$ cat config.mk
export PLATFORM = sky130hd
export DESIGN_NAME = uart_tx_sched
export DESIGN_NICKNAME = d
export VERILOG_FILES = /design/src/rtl/uart_dbg_pkg.sv /design/src/rtl/rr_arbiter.sv /design/src/rtl/uart_tx_sched.sv
export SDC_FILE = /design/constraint.sdc
export NUM_CORES = 1
export LEC_CHECK = 0
export ABC_AREA = 1
export ABC_CLOCK_PERIOD_IN_PS = 5410
export BUFFER_PORTS_ARGS = -buffer_cell sky130_fd_sc_hd__buf_2
export CAP_MARGIN = 0
export CORE_ASPECT_RATIO = 0.6
export CORE_UTILIZATION = 57
export DETAILED_ROUTE_END_ITERATION = 16
export PLACE_DENSITY = 0.93
export SLEW_MARGIN = 20
export SYNTH_ARGS = -nofsm -noshare
export SYNTH_HDL_FRONTEND = slang
export SYNTH_SLANG_ARGS = --single-unit
$ cat constraint.sdc
create_clock -name clk -period 5.41 [get_ports clk]
set_input_delay 1.082 -clock clk [delete_from_list [all_inputs] [get_ports clk]]
set_output_delay 1.082 -clock clk [all_outputs]
set_load 0.02 [all_outputs]
$ cat src/rtl/uart_dbg_pkg.sv
// Shared types for the debug UART scheduler: FSM state encoding and header channel mask.
package uart_dbg_pkg;

    typedef enum logic [2:0] {
        IDLE,
        HDR,
        FETCH,
        START,
        WAIT_BUSY,
        WAIT_DONE
    } sched_state_t;

    localparam logic [7:0] HDR_CH_MASK = 8'h07;

    function automatic logic [7:0] hdr_byte(input logic [7:0] base, input logic [7:0] ch);
        return base | (ch & HDR_CH_MASK);
    endfunction

endpackage

$ cat src/rtl/rr_arbiter.sv
// Combinational round-robin pick: first asserted request at or after i_ptr, wrapping.
// Zero latency; no backpressure of its own.
module rr_arbiter #(
    parameter int N  = 4,
    parameter int IW = 2
) (
    input  logic [N-1:0]  i_req,
    input  logic [IW-1:0] i_ptr,
    output logic [N-1:0]  o_grant,
    output logic [IW-1:0] o_idx,
    output logic          o_any
);

    logic [IW:0] w_pos;

    always_comb begin
        o_grant = '0;
        o_idx   = '0;
        o_any   = 1'b0;
        w_pos   = '0;
        for (int k = 0; k < N; k++) begin
            w_pos = {1'b0, i_ptr} + (IW+1)'(k);
            if (w_pos >= (IW+1)'(N)) begin
                w_pos = w_pos - (IW+1)'(N);
            end
            if (!o_any && i_req[w_pos[IW-1:0]]) begin
                o_any                   = 1'b1;
                o_idx                   = w_pos[IW-1:0];
                o_grant[w_pos[IW-1:0]]  = 1'b1;
            end
        end
    end

endmodule

$ cat src/rtl/uart_tx_sched.sv
// Packet-granular round-robin scheduler sharing one uart_tx; IDLE->tx_start in 2 cycles with header.
// Requesters are only accepted in FETCH (req_ready to the owner); each byte waits for tx_busy to rise and fall.
module uart_tx_sched
    import uart_dbg_pkg::*;
#(
    parameter int         NUM_REQ     = 4,
    parameter int         HDR_EN      = 1,
    parameter logic [7:0] HDR_BASE    = 8'hA0,
    parameter int         MAX_PKT_LEN = 64
) (
    input  logic                 clk,
    input  logic                 rst,
    input  logic [NUM_REQ-1:0]   req_valid,
    input  logic [NUM_REQ*8-1:0] req_data,
    input  logic [NUM_REQ-1:0]   req_last,
    output logic [NUM_REQ-1:0]   req_ready,
    output logic [7:0]           tx_data_o,
    output logic                 tx_start_o,
    input  logic                 tx_busy_i,
    output logic [NUM_REQ-1:0]   grant_o,
    output logic                 pkt_done_o
);

    localparam int IW = (NUM_REQ > 1) ? $clog2(NUM_REQ) : 1;
    localparam int CW = (MAX_PKT_LEN > 0) ? $clog2(MAX_PKT_LEN + 1) : 1;

    sched_state_t       r_state, w_state_nx;
    logic [IW-1:0]      r_ptr, w_ptr_nx;
    logic [IW-1:0]      r_idx, w_idx_nx;
    logic [NUM_REQ-1:0] r_grant, w_grant_nx;
    logic [CW-1:0]      r_cnt, w_cnt_nx;
    logic               r_last, w_last_nx;
    logic               r_hdr, w_hdr_nx;
    logic [7:0]         r_data, w_data_nx;
    logic               r_done, w_done_nx;

    logic [NUM_REQ-1:0] w_arb_grant;
    logic [IW-1:0]      w_arb_idx;
    logic               w_arb_any;
    logic               w_cap;

    rr_arbiter #(.N(NUM_REQ), .IW(IW)) u_arb (
        .i_req   (req_valid),
        .i_ptr   (r_ptr),
        .o_grant (w_arb_grant),
        .o_idx   (w_arb_idx),
        .o_any   (w_arb_any)
    );

    // Forced release only limits one grant; the requester's packet carries on under the next grant.
    assign w_cap = (MAX_PKT_LEN != 0) && (r_cnt == CW'(MAX_PKT_LEN));

    always_comb begin
        w_state_nx = r_state;
        w_ptr_nx   = r_ptr;
        w_idx_nx   = r_idx;
        w_grant_nx = r_grant;
        w_cnt_nx   = r_cnt;
        w_last_nx  = r_last;
        w_hdr_nx   = r_hdr;
        w_data_nx  = r_data;
        w_done_nx  = 1'b0;
        req_ready  = '0;
        tx_start_o = 1'b0;
        case (r_state)
            IDLE: begin
                if (!tx_busy_i && w_arb_any) begin
                    w_grant_nx = w_arb_grant;
                    w_idx_nx   = w_arb_idx;
                    w_cnt_nx   = '0;
                    w_state_nx = (HDR_EN != 0) ? HDR : FETCH;
                end
            end
            HDR: begin
                w_data_nx  = hdr_byte(HDR_BASE, 8'(r_idx));
                w_hdr_nx   = 1'b1;
                w_state_nx = START;
            end
            FETCH: begin
                req_ready = r_grant;
                if (req_valid[r_idx]) begin
                    w_data_nx  = req_data[8*r_idx +: 8];
                    w_last_nx  = req_last[r_idx];
                    w_cnt_nx   = r_cnt + CW'(1);
                    w_hdr_nx   = 1'b0;
                    w_state_nx = START;
                end
            end
            START: begin
                tx_start_o = 1'b1;
                w_state_nx = WAIT_BUSY;
            end
            WAIT_BUSY: begin
                if (tx_busy_i) begin
                    w_state_nx = WAIT_DONE;
                end
            end
            WAIT_DONE: begin
                if (!tx_busy_i) begin
                    if (!r_hdr && (r_last || w_cap)) begin
                        w_grant_nx = '0;
                        w_done_nx  = 1'b1;
                        w_ptr_nx   = (r_idx == IW'(NUM_REQ - 1)) ? '0 : r_idx + IW'(1);
                        w_state_nx = IDLE;
                    end else begin
                        w_state_nx = FETCH;
                    end
                end
            end
            default: w_state_nx = IDLE;
        endcase
    end

    always_ff @(posedge clk or posedge rst) begin
        if (rst) begin
            r_state <= IDLE;
            r_ptr   <= '0;
            r_idx   <= '0;
            r_grant <= '0;
            r_cnt   <= '0;
            r_last  <= 1'b0;
            r_hdr   <= 1'b0;
            r_data  <= '0;
            r_done  <= 1'b0;
        end else begin
            r_state <= w_state_nx;
            r_ptr   <= w_ptr_nx;
            r_idx   <= w_idx_nx;
            r_grant <= w_grant_nx;
            r_cnt   <= w_cnt_nx;
            r_last  <= w_last_nx;
            r_hdr   <= w_hdr_nx;
            r_data  <= w_data_nx;
            r_done  <= w_done_nx;
        end
    end

    assign tx_data_o  = r_data;
    assign grant_o    = r_grant;
    assign pkt_done_o = r_done;

endmodule

==> results.sh <==
export IMPL_crit_buf_inv=2
export IMPL_met2_usage_pct=48.91
export IMPL_path_delay_family="flip-flops"
export IMPL_cts_tree="yes"
export IMPL_setup_viol=0
export IMPL_dieArea_sq_um=4185
export IMPL_yosys_area_top_type="dfrtp_1"
export IMPL_ys_warn_count=0
export IMPL_place_congestion=0.8900
export IMPL_setup_worst_path_class="flop to output pin"
export IMPL_numCtsBuffers=5
export IMPL_drtIter0Drc=151
export IMPL_grt_overflow=0
export IMPL_row_count=17
export IMPL_core_sq_um=3701
export IMPL_drt_wl_total_um=5735
export IMPL_tns_ps=0
export IMPL_grt_busiest_layer="met2"
export IMPL_synthArstFlopShare_pct=100.0
export IMPL_synth_seq_cells=29
export IMPL_place_ws_ps=3185
export IMPL_synthDistinctLibCells=36
export IMPL_timing_final_crit_period_ps=2387
export IMPL_first_global_vias=2182
export IMPL_place_area_sq_um=2537
export IMPL_final_nets=425
export IMPL_clock_sinks=29
export IMPL_yosys_top_cells_count="85 x nand2_1, 46 x nand3_1, 31 x nor2_1, 29 x dfrtp_1, 28 x inv_1"
export IMPL_drtAntennaViolNets=0
export IMPL_dp_hpwl_um=4348
export IMPL_cp_required_ps=4330
export IMPL_run_status="complete, no violations"
export IMPL_portBuffers=60
export IMPL_grt_pass1_wl_um=9708
export IMPL_cp_cell_sequence="inv_1 -> nand3_4 -> nor2_1 -> buf_2"
export IMPL_ff2ff_path_depth=8
export IMPL_antenna_found_initial=0
export IMPL_cp_num_cells=4
export IMPL_period_share_pct=44.12
export IMPL_placed_cells=412
export IMPL_netlist_area_leader_share_pct=32.46
export IMPL_antennaDiodeCount=0
export IMPL_worst_pin_slew_ps=735.9
export IMPL_num_vias=2283
export IMPL_clock_latency_ps=280
export IMPL_yosys_most_used_dff="dfrtp_1"
export IMPL_powerDensity_nw_per_um2=570.9
export IMPL_clkTransAtPathRegs_ps=60
export IMPL_use_met3_pct=6.250
export IMPL_wl_per_cell_um=13.69
export IMPL_cts_root_buf="clkbuf_8"
export IMPL_start_kind="flop"
export IMPL_ir_drop_uv=382.5
export IMPL_arrival_ps=1310
export IMPL_slew_violations=0
export IMPL_setup_worst_path_end_class="output pin"
export IMPL_synth_most_common_cell="nand2_1"
export IMPL_critPathMaxFanout=10
export IMPL_rsz0062_at_grt="no"
export IMPL_htreeDepth=2
export IMPL_die_h_um=50.52
export IMPL_met1_usage_pct=39.52
export IMPL_slowest_delay_ps=400
export IMPL_synth_area_top_cells="dfrtp_1 32%, nand2_1 14%, nand3_1 10%, ha_1 5.6%, nor2_1 5.2%"
export IMPL_ioPinCount=61
export IMPL_crit_slowest_cell="dfrtp_1"
export IMPL_postLayoutSetupSlackWorst_ps=3023
export IMPL_clockBufferDepth=2
export IMPL_syn_nets=366
export IMPL_cts_hold_buf=0
export IMPL_drv_cap=0
export IMPL_maxSlewHeadroom_pct=50.94
export IMPL_area_delta_synth_final_pct=17.35
export IMPL_die_width_um=82.86
export IMPL_ys_seq_area_share_pct=32.46
export IMPL_syn_area_per_cell_sq_um=7.143
export IMPL_syn_instance_count=313
export IMPL_finalNonFillerCells=419
export IMPL_skew_ps=3.999
export IMPL_via_per_inst=5.449
export IMPL_syn_area_sq_um=2236
export IMPL_timing_hold_ws_ps=520.5
export IMPL_drc=0
export IMPL_grt_max_degree=30
export IMPL_fillCellCount=299
export IMPL_drive_above_1_share_pct=26.61
export IMPL_post_cts_setup_buffer_count=0
export IMPL_hold_depth=2
export IMPL_grt_usage_pct=29.94
export IMPL_synth_edf_count=0
export IMPL_final_cell_area_sq_um=2624
export IMPL_max_freq_mhz=418.9
export IMPL_p_leak_uw=0.001424
export IMPL_drt_pass1_iter_count=5
export IMPL_final_hold_viol_count=0
export IMPL_hold_path_class="flop to flop"
export IMPL_start_util_pct=60.41
export IMPL_post_cts_resized=0
==> placed cells by master, fill, tap and decap left out, types with 2 or more instances in the layout <==
cell,n
a22oi_1,4
a21oi_1,7
buf_2,60
o21ai_0,11
ha_1,10
nand3_1,46
nand4_1,4
o21ai_1,2
clkbuf_8,6
nand3b_1,2
nand3_2,3
inv_2,5
inv_1,27
nand2_1,85
dfrtp_1,29
a31oi_1,5
o211ai_1,3
or2_2,2
inv_4,2
nor3_1,2
nand2_4,4
nor2_1,31
nand2_2,7
nand3_4,3
==> layout make-up <==
class,count,area (sq um),share of cell area [%]
multi-input cells,240,1303,49.64
flip-flops and latches,29,725.7,27.66
repair buffers,60,300.3,11.44
inverters,36,150.1,5.722
clock buffers,7,86.33,3.290
well taps,47,58.81,2.241
==> worst paths after layout <==
path / from / to / slack, ps
max in group asynchronous: rst / r_ptr[0] / 4160
min reg2reg: grant_o[1] / grant_o[1] / 520
min in group asynchronous: rst / grant_o[3] / 860
max: r_state[0] / req_ready[2] / 3020
min: grant_o[1] / grant_o[1] / 520
max reg2reg: r_idx[0] / r_cnt[2] / 3150
==> report_power, final <==
group | switching (uW) | internal, uW
Combinational | 623 | 300
Clock | 77.4 | 101
Sequential | 107 | 291
==> cells by family after synthesis <==
logic type	Yosys count	share of synthesized area (%)
DFF	29	32.46
and+or+nand+nor	192	41.97
AOI/OAI and AO/OA	38	10.69
buffers and inverters	44	9.289
adders and majority gates	10	5.596
==> registers in the layout (all words and copies together) (netlist names) <==
signal and count:
grant_o 4, pkt_done_o 1, r_cnt 7, r_hdr 1, r_idx 2, r_last 1, r_ptr 2, r_state 3
tx_data_o 8
==> worst reg2reg max path, stage by stage (launching register included) <==
cell and delay, ps:
dfrtp_1 810, inv_2 330, nand2_1 150, nand3_1 160
nand3_4 240, inv_1 130, a21oi_1 130, nand3b_1 130
inv_1 60
==> metal layers <==
| metal | share of wire [%] | up-vias |
|---|---|---|
| met3 | 7.5 | 8 |
| met1 | 47 | 1012 |
| li1 | - | 1145 |
| met2 | 45 | 118 |
| met4 | 0.96 | 0 |
| met5 | 0 | - |
==> through the flow <==
step	util, %	total power (uW)
after floorplan	-	1106
after global placement	68.56	1267
after detailed placement	68.56	1298
after CTS	70.89	1483
after global routing	70.89	1614
final	70.89	1498
(Power assumes the default switching activity.)
